<file path="src/rtl/loader_pkg.sv">
// ---------------------------------------------------------------------------
// loader_pkg
// Shared definitions for the boot-time program loader:
//   - loader_state_e : loader FSM states
//   - stream-order constants describing the byte stream layout
//   - LOADER_LEN_W   : width of the word-count field and word counter
// ---------------------------------------------------------------------------
package loader_pkg;

   localparam int LOADER_LEN_W = 16;

   // Stream layout: LEN_HI, LEN_LO, then N x (HI, LO), then CHK.
   localparam int LEN_BYTES  = 2;
   localparam int WORD_BYTES = 2;
   localparam int CHK_BYTES  = 1;

   typedef enum logic [2:0] {
      IDLE    = 3'd0,
      LEN_HI  = 3'd1,
      LEN_LO  = 3'd2,
      DATA_HI = 3'd3,
      DATA_LO = 3'd4,
      CHK     = 3'd5,
      DONE    = 3'd6,
      ERR     = 3'd7
   } loader_state_e;

   // States in which the loader consumes stream bytes.
   function automatic logic is_rx_state(input loader_state_e s);
      return (s == LEN_HI) || (s == LEN_LO) || (s == DATA_HI) ||
             (s == DATA_LO) || (s == CHK);
   endfunction

endpackage

</file>
<file path="src/rtl/word_assembler.sv">
// ---------------------------------------------------------------------------
// word_assembler
// Latches the HI byte of an instruction word, forms {hi, lo} when the LO
// byte is accepted and issues a registered one-cycle write strobe.
// Ports:
//   clock, clr       : clock, synchronous active-low reset
//   hi_load_i        : HI byte accepted this cycle
//   lo_load_i        : LO byte accepted this cycle
//   byte_i           : stream byte
//   addr_i           : word address for the word completing this cycle
//   we_o             : write strobe, high the cycle after the LO accept
//   addr_o, wdata_o  : registered write address / data, stable while we_o
// ---------------------------------------------------------------------------
module word_assembler #(
   parameter int ADDR_W = 8
) (
   input  logic              clock,
   input  logic              clr,
   input  logic              hi_load_i,
   input  logic              lo_load_i,
   input  logic [7:0]        byte_i,
   input  logic [ADDR_W-1:0] addr_i,
   output logic              we_o,
   output logic [ADDR_W-1:0] addr_o,
   output logic [15:0]       wdata_o
);

   logic [7:0]        hi_q;
   logic              we_q;
   logic [ADDR_W-1:0] addr_q;
   logic [15:0]       wdata_q;

   always_ff @(posedge clock) begin
      if (!clr) begin
         hi_q    <= '0;
         we_q    <= 1'b0;
         addr_q  <= '0;
         wdata_q <= '0;
      end else begin
         we_q <= lo_load_i;
         if (hi_load_i) begin
            hi_q <= byte_i;
         end
         // Address and data hold their value after the strobe so the
         // memory sees a stable bus for the whole write cycle.
         if (lo_load_i) begin
            wdata_q <= {hi_q, byte_i};
            addr_q  <= addr_i;
         end
      end
   end

   assign we_o    = we_q;
   assign addr_o  = addr_q;
   assign wdata_o = wdata_q;

endmodule

</file>
<file path="src/rtl/program_loader.sv">
// ---------------------------------------------------------------------------
// program_loader
// Boot loader in front of the instruction memory. Receives a byte stream
// (LEN_HI, LEN_LO, N x {HI, LO}, CHK) over valid/ready, writes the words
// from address 0 and keeps the processor held until a checksum-verified
// image has been loaded.
// Handshake: a byte transfers on a rising edge where rx_valid & rx_ready
// is 1; rx_valid is ignored while rx_ready is 0.
// Ports:
//   clock, clr         : clock, synchronous active-low reset
//   start              : begin a load (honoured in IDLE, DONE, ERR)
//   rx_valid, rx_byte  : byte stream input
//   rx_ready           : loader accepts a byte this cycle
//   imem_we            : one-cycle instruction memory write strobe
//   imem_addr          : word write address
//   imem_wdata         : instruction word {hi, lo}
//   cpu_hold           : 1 keeps the processor PC in reset
//   done, err          : load result levels
//   dbg_state_o        : current FSM state, for observation
// All outputs are registered.
// ---------------------------------------------------------------------------
module program_loader
   import loader_pkg::*;
#(
   parameter int ADDR_W = 8
) (
   input  logic              clock,
   input  logic              clr,
   input  logic              start,
   input  logic              rx_valid,
   input  logic [7:0]        rx_byte,
   output logic              rx_ready,
   output logic              imem_we,
   output logic [ADDR_W-1:0] imem_addr,
   output logic [15:0]       imem_wdata,
   output logic              cpu_hold,
   output logic              done,
   output logic              err,
   output loader_state_e     dbg_state_o
);

   // Largest legal word count, 2^ADDR_W, held one bit wider than the length
   // field so a full 16-bit address space still compares correctly.
   localparam logic [LOADER_LEN_W:0] CAPACITY =
      {{LOADER_LEN_W{1'b0}}, 1'b1} << ADDR_W;

   loader_state_e           state_q, state_d;
   logic [LOADER_LEN_W-1:0] cnt_q, cnt_d;
   logic [LOADER_LEN_W-1:0] len_q, len_d;
   logic [7:0]              xor_q, xor_d;
   logic                    rx_ready_q, rx_ready_d;
   logic                    hold_q, hold_d;
   logic                    done_q, done_d;
   logic                    err_q, err_d;
   logic                    hi_load, lo_load;
   logic                    accept;
   logic [LOADER_LEN_W-1:0] len_word;

   assign accept   = rx_valid & rx_ready_q;
   assign len_word = {len_q[LOADER_LEN_W-1:8], rx_byte};

   always_comb begin
      state_d = state_q;
      cnt_d   = cnt_q;
      len_d   = len_q;
      xor_d   = xor_q;
      hi_load = 1'b0;
      lo_load = 1'b0;

      case (state_q)
         IDLE, DONE, ERR: begin
            if (start) begin
               state_d = LEN_HI;
               cnt_d   = '0;
               xor_d   = '0;
            end
         end
         LEN_HI: begin
            if (accept) begin
               len_d[LOADER_LEN_W-1:8] = rx_byte;
               xor_d   = xor_q ^ rx_byte;
               state_d = LEN_LO;
            end
         end
         LEN_LO: begin
            if (accept) begin
               len_d = len_word;
               xor_d = xor_q ^ rx_byte;
               if (len_word == '0) begin
                  state_d = CHK;
               end else if ({1'b0, len_word} > CAPACITY) begin
                  state_d = ERR;
               end else begin
                  state_d = DATA_HI;
               end
            end
         end
         DATA_HI: begin
            if (accept) begin
               hi_load = 1'b1;
               xor_d   = xor_q ^ rx_byte;
               state_d = DATA_LO;
            end
         end
         DATA_LO: begin
            if (accept) begin
               lo_load = 1'b1;
               xor_d   = xor_q ^ rx_byte;
               cnt_d   = cnt_q + 1'b1;
               if (cnt_q == len_q - 1'b1) begin
                  state_d = CHK;
               end else begin
                  state_d = DATA_HI;
               end
            end
         end
         CHK: begin
            if (accept) begin
               state_d = (rx_byte == xor_q) ? DONE : ERR;
            end
         end
         default: state_d = IDLE;
      endcase

      // Status outputs are registered versions of the next state.
      rx_ready_d = is_rx_state(state_d);
      hold_d     = (state_d != DONE);
      done_d     = (state_d == DONE);
      err_d      = (state_d == ERR);
   end

   always_ff @(posedge clock) begin
      if (!clr) begin
         state_q    <= IDLE;
         cnt_q      <= '0;
         len_q      <= '0;
         xor_q      <= '0;
         rx_ready_q <= 1'b0;
         hold_q     <= 1'b1;
         done_q     <= 1'b0;
         err_q      <= 1'b0;
      end else begin
         state_q    <= state_d;
         cnt_q      <= cnt_d;
         len_q      <= len_d;
         xor_q      <= xor_d;
         rx_ready_q <= rx_ready_d;
         hold_q     <= hold_d;
         done_q     <= done_d;
         err_q      <= err_d;
      end
   end

   word_assembler #(
      .ADDR_W (ADDR_W)
   ) u_word_assembler (
      .clock     (clock),
      .clr       (clr),
      .hi_load_i (hi_load),
      .lo_load_i (lo_load),
      .byte_i    (rx_byte),
      .addr_i    (cnt_q[ADDR_W-1:0]),
      .we_o      (imem_we),
      .addr_o    (imem_addr),
      .wdata_o   (imem_wdata)
   );

   assign rx_ready    = rx_ready_q;
   assign cpu_hold    = hold_q;
   assign done        = done_q;
   assign err         = err_q;
   assign dbg_state_o = state_q;

endmodule

</file>
<file path="config.mk">
export PLATFORM = sky130hd
export DESIGN_NAME = program_loader
export DESIGN_NICKNAME = d
export VERILOG_FILES = /design/src/rtl/loader_pkg.sv /design/src/rtl/word_assembler.sv /design/src/rtl/program_loader.sv
export SDC_FILE = /design/constraint.sdc
export NUM_CORES = 1
export LEC_CHECK = 0
export BUFFER_PORTS_ARGS = -buffer_cell sky130_fd_sc_hd__buf_2
export CORE_ASPECT_RATIO = 0.9
export CORE_MARGIN = 2
export CORE_UTILIZATION = 58
export DETAILED_ROUTE_END_ITERATION = 10
export PLACE_DENSITY = 0.8
export SLEW_MARGIN = 20
export SYNTH_ARGS = -nofsm -noshare
export SYNTH_HDL_FRONTEND = slang
export SYNTH_SLANG_ARGS = --single-unit
</file>
<file path="constraint.sdc">
create_clock -name clock -period 2.4 [get_ports clock]
set_input_delay 0.12 -clock clock [delete_from_list [all_inputs] [get_ports clock]]
set_output_delay 0.12 -clock clock [all_outputs]
set_load 0.01 [all_outputs]
</file>
## Word-level counts from Yosys, hierarchy flattened

Index checks and enable logic that the tools add are counted.

- Reduce and logical (&&, ||, !) cells: 14
- Bitwise operators: 3
- Add/sub/neg operators: 2
- Muxes and demuxes: 22
- Magnitude comparators: 1
- Equality and inequality tests: 20

Operators by type and width:

| cell | count |
|---|---|
| $mux W16 | 2 |
| $pmux W16 S2 | 1 |
| $pmux W8 S2 | 2 |
| $mux W3 | 9 |
| $eq A3 B3 Y1 const B | 8 |
| $mux W8 | 3 |
| $pmux W3 S6 | 1 |
| $add A16 B1 Y16 const B | 1 |
| $eq A16 B16 Y1 | 1 |
| $gt A16 B9 Y1 const B | 1 |
| $logic_not A16 Y1 | 1 |
| $sub A16 B1 Y16 const B | 1 |
| $eq A3 B2 Y1 const B | 4 |
| $reduce_and A3 Y1 | 3 |
| $eq A8 B8 Y1 | 1 |
| $xor A8 B8 Y8 | 1 |
| $eq A3 B1 Y1 const B | 2 |
| $logic_or A1 B1 Y1 | 4 |
| $mux W1 | 4 |
| $ne A2 B2 Y1 const B | 2 |
| $reduce_bool A2 Y1 | 2 |
| $reduce_or A4 Y1 | 1 |
| $logic_not A3 Y1 | 1 |
| $ne A3 B3 Y1 const B | 1 |
| 5 further kinds | 5 |

- Register bits: 80
- Input bits: 12
- Word-level logic and storage cells: 75
- Output and inout port bits: 32

## Logic depth before layout (Yosys ltp)

- Word-level depth: 10
- Gate-level depth with buffers: 8
- Mapped depth without buffers: 8

## Modules after synthesis

From an unflattened synthesis, not the netlist that was laid out.

- Cell total of the unflattened synthesis: 440
- Area total of the unflattened synthesis: 4,041.4 um^2

By module, submodules not included:

| module | times used | area each (um^2) | cells each | seq. area each (um^2) |
|---|---|---|---|---|
| program_loader | 1 | 2,783.9 | 335 | 940.9 |
| word_assembler | 1 | 1,257.5 | 105 | 660.6 |

## Worst setup path after synthesis

Ideal clock, no wire load.

- Path kind: register to register
- Start point: reg len_q[0]
- End point: reg state_q[2] (netlist: dbg_state_o[2])
- Path buffers: 0
- Arrival: 1,964 ps
- Data required time: 2,308 ps
- Setup slack: 343 ps
- Cell stages (with the launch flop): 9
- Clock period less this slack: 2,057 ps
- Library setup time: 92 ps
- Path through: dfxtp_1 inv_1 ha_1 nor3b_1 nand2_1 a311o_1 o21ai_0 or3b_1 o32ai_1

- Word-level cells in the longest chain between the ends: 5

RTL lines:

| item | RTL line | text |
|---|---|---|
| start, declared | program_loader.sv:49 | `logic [LOADER_LEN_W-1:0] len_q, len_d;` |
| start signal, assigned | program_loader.sv:145 | `len_q <= len_d;` |
| $sub A16 B1 Y16 | program_loader.sv:110 | `if (cnt_q == len_q - 1'b1) begin` |
| $eq A16 B16 Y1 | program_loader.sv:110 |  |
| $mux W3 | program_loader.sv:110 |  |
| $mux W3 | program_loader.sv:106 | `if (accept) begin` |
| $pmux W3 S6 | program_loader.sv:70 | `case (state_q)` |
| end signal, assigned | program_loader.sv:143 | `state_q <= state_d;` |
| end, declared | program_loader.sv:47 | `loader_state_e state_q, state_d;` |

Every way passes these cells.
A chain may end at the register's enable or synchronous reset.

## Worst setup path after layout

- Start point: reg len_q[2]
- End point: reg state_q[1] (netlist: dbg_state_o[1])

Same word-level chain as after synthesis.

==> impl_metrics.py <==
metrics = {
    "logic_synthesis": {
        "synth-edff-count": 0,
        "synthCells": 479,
        "syn_area_mm2": 0.00388,
        "yosysUniqueCellTypes": 53,
        "synth-seq-area-share": 0.413,
        "syn_area_per_cell_um2": 8.09,
        "ys.warnings.count": 0,
        "syn_nets": 493,
        "async_reset_ff_frac": 0,
        "ys_ff_latch": 80,
        "ys.flop_type": "dfxtp_1",
    },
    "die": {
        "coreArea_mm2": 0.00652,
        "dieArea_mm2": 0.00735,
        "start_util": 0.595,
        "num_io_pins": 44,
        "die_x_um": 90.2,
        "rows": 28,
        "die_y_um": 81.6,
    },
    "worst_setup_path": {
        "end_kind": "flip-flop",
        "critPathLaunchType": "flip-flop",
        "cp_data_arrival_time_ps": 2470,
        "crit_required_ps": 2650,
        "criticalPathCategory": "flip-flop to flip-flop",
        "path_max_fanout": 7,
        "rr_worst_depth": 5,
    },
    "global_route": {
        "grt_util_all_layers": 0.258,
        "grt_pass1_wl_um": 15100,
        "gr-total-overflow": 0,
        "antenna_found_initial": 0,
        "grt_util_met1": 0.324,
        "grt_max_degree": 51,
        "top_usage_layer": "met2",
        "grt_pass1_vias": 3140,
        "use_met2": 0.438,
        "grtUsageMet3": 0.0633,
    },
    "hold_path": {
        "hp-class": "input port to flip-flop",
        "whs_path_depth": 2,
    },
    "layout": {
        "final_util": 0.681,
        "diodes": 0,
        "nets": 527,
        "drive_gt1_frac": 0.166,
        "multi_input_area_mm2": 0.00213,
        "instances_no_fill": 608,
        "fillers": 560,
        "area_growth_syn_to_layout_pct": 14.4,
        "ff_latch_area_mm2": 0.00160,
    },
    "power_and_ir_drop": {
        "p_leak_nw": 1.74,
        "ir_worst_vdd_mv": 0.453,
        "p_total_w": 0.00274,
        "pwr_density_cell_mw_per_mm2": 619,
    },
    "detailed_routing": {
        "drcViolationCount": 0,
        "vias": 3520,
        "routed_wl_um": 9460,
        "wl_per_cell_um": 15.6,
        "vias_per_cell": 5.79,
        "dr.pass1.iters": 5,
        "drt_iter0_markers": 323,
        "postRouteAntennaNets": 0,
    },
    "clock_tree": {
        "cts_tree": "built",
        "cts_max_path_buffers": 2,
        "clkLatencyLatePin_ps": 360,
        "clk_pin_slew_ps": 90,
        "cts.sinks": 80,
        "root_buffer": "clkbuf_8",
        "htree_num_levels": 3,
        "cts_made_buffers": 9,
    },
    "sta": {
        "setup_viol": 0,
        "tightest_slew_ps": 604,
        "fin_setup_tns_ps": 0,
        "final.setup_skew_ps": 9.96,
        "rsz0062_at_grt": "no",
        "period_share": 0.926,
        "finalMaxSlewViolations": 0,
        "fmax_mhz": 450,
        "finalHoldViolCount": 0,
        "hold_ws_ps": 64.5,
        "period_minus_slack_ps": 2220,
        "relSlewSlack": 0.596,
    },
    "place": {
        "hpwl_um": 6520,
        "port_buffers": 43,
        "dpl.cell_count": 590,
        "place.gp.congestion": 0.944,
    },
    "outcome": {
        "status": "complete, no violations",
    },
    "run": {
        "drv_cap": 0,
    },
}
## final cells by class
cell class                 instances  area share
timing repair buffer              57      0.0722
clock inverter                     7      0.0240
tap                               90      0.0254
sequential                        80       0.361
inverter                          11     0.00931
multi-input combinational        354       0.480
clock buffer                       9      0.0279
## layout by cell type, fill, tap and decap left out, drive strengths merged, types with 2 or more instances in the layout
master   n
nand4    6
clkbuf   9
and4     2
a21oi   48
o21ai   25
and3     3
a221oi   3
dfxtp   80
or4      3
nand3b   7
xor2    16
a41oi    3
or3      6
nand2b   3
o221ai   3
nand2   70
a311o    2
inv     16
nor2    51
buf     57
nor4     7
xnor2   24
nand3   15
bufinv   2
nor2b    4
o211ai   2
nor3     7
mux2i   17
o41ai    2
and2     7
ha       2
## logic make-up (layout without fill, tap and decap cells)
kind of cell / count (synthesis) / after routing / synth area share
AND/OR/NAND/NOR: 196 / 196 / 0.242
buffers and inverters: 45 / 84 / 0.0439
adder cells (fa/ha/maj): 2 / 2 / 0.00645
AO/OA/AOI/OAI: 99 / 99 / 0.160
multiplexers: 17 / 17 / 0.0439
flip-flops: 80 / 80 / 0.413
XOR/XNOR: 40 / 40 / 0.0904
## power by group
group          switching, W  leakage, nW  internal [W]
Sequential        0.0000247        0.646       0.00134
Clock              0.000550        0.117      0.000608
Combinational      0.000134        0.974     0.0000841
## worst max-delay path: stages, from the launching register on
cell,delay [ps]
dfxtp_1,380
or4_4,570
or3_1,380
a221oi_2,300
nand4_1,170
o31a_1,310
## cell usage after synthesis (2+ instances only)
cell | n | area, µm²
mux2i_1 | 17 | 170
nand3b_1 | 7 | 52.6
xnor2_1 | 24 | 210
a311o_1 | 2 | 20.0
nor4_1 | 6 | 37.5
and3_1 | 3 | 18.8
o21ai_0 | 24 | 120
o221ai_1 | 3 | 26.3
nand2b_1 | 3 | 18.8
o211ai_1 | 2 | 15.0
clkbuf_1 | 33 | 124
nor2b_1 | 4 | 25.0
ha_1 | 2 | 25.0
inv_1 | 11 | 41.3
nand2_1 | 70 | 263
nor3_1 | 6 | 30.0
nand3_1 | 15 | 75.1
or3_1 | 6 | 37.5
a221oi_1 | 2 | 17.5
and2_1 | 7 | 43.8
a21oi_1 | 48 | 240
or4_1 | 2 | 15.0
and4_1 | 2 | 17.5
nand4_1 | 6 | 37.5
dfxtp_1 | 80 | 1600
xor2_1 | 16 | 140
a41oi_1 | 3 | 26.3
nor2_1 | 50 | 188
## path summary, 6_finish.rpt
path                              startpoint                    endpoint  slack, ps
setup / recovery                    len_q[2]              dbg_state_o[1]        180
hold / removal                           clr              dbg_state_o[0]         60
setup reg to reg                    len_q[2]              dbg_state_o[1]        180
hold reg to reg   u_word_assembler.addr_o[5]  u_word_assembler.addr_o[5]        460
## registers in the layout (all words and copies together) (netlist names), 3 cells and up
signal	count
cnt_q	16
dbg_state_o	3
len_q	16
u_word_assembler.addr_o	8
u_word_assembler.hi_q	8
u_word_assembler.wdata_o	16
xor_q	8
## timing repair
item,CTS,global route
hold buffers,0,0
resized for setup,0,3
setup endpoints to repair,0,3
setup buffers,0,2
## metrics by stage
stage / setup WS (ps) / instance area, µm²
2_1_floorplan: 343 / 3880
3_3_place_gp: 202 / 4180
3_5_place_dp: 98.1 / 4180
4_1_cts: 89.1 / 4410
5_1_grt: 23.4 / 4440
6_report: 178 / 4440
## metal layers
| metal | vias up | wire length [µm] |
|---|---|---|
| met5 | - | 0 |
| met4 | 0 | 162 |
| met3 | 19 | 564 |
| met2 | 117 | 4580 |
| met1 | 1664 | 4150 |
| li1 | 1720 | - |
No activity file was read; power rests on OpenSTA's default activity.
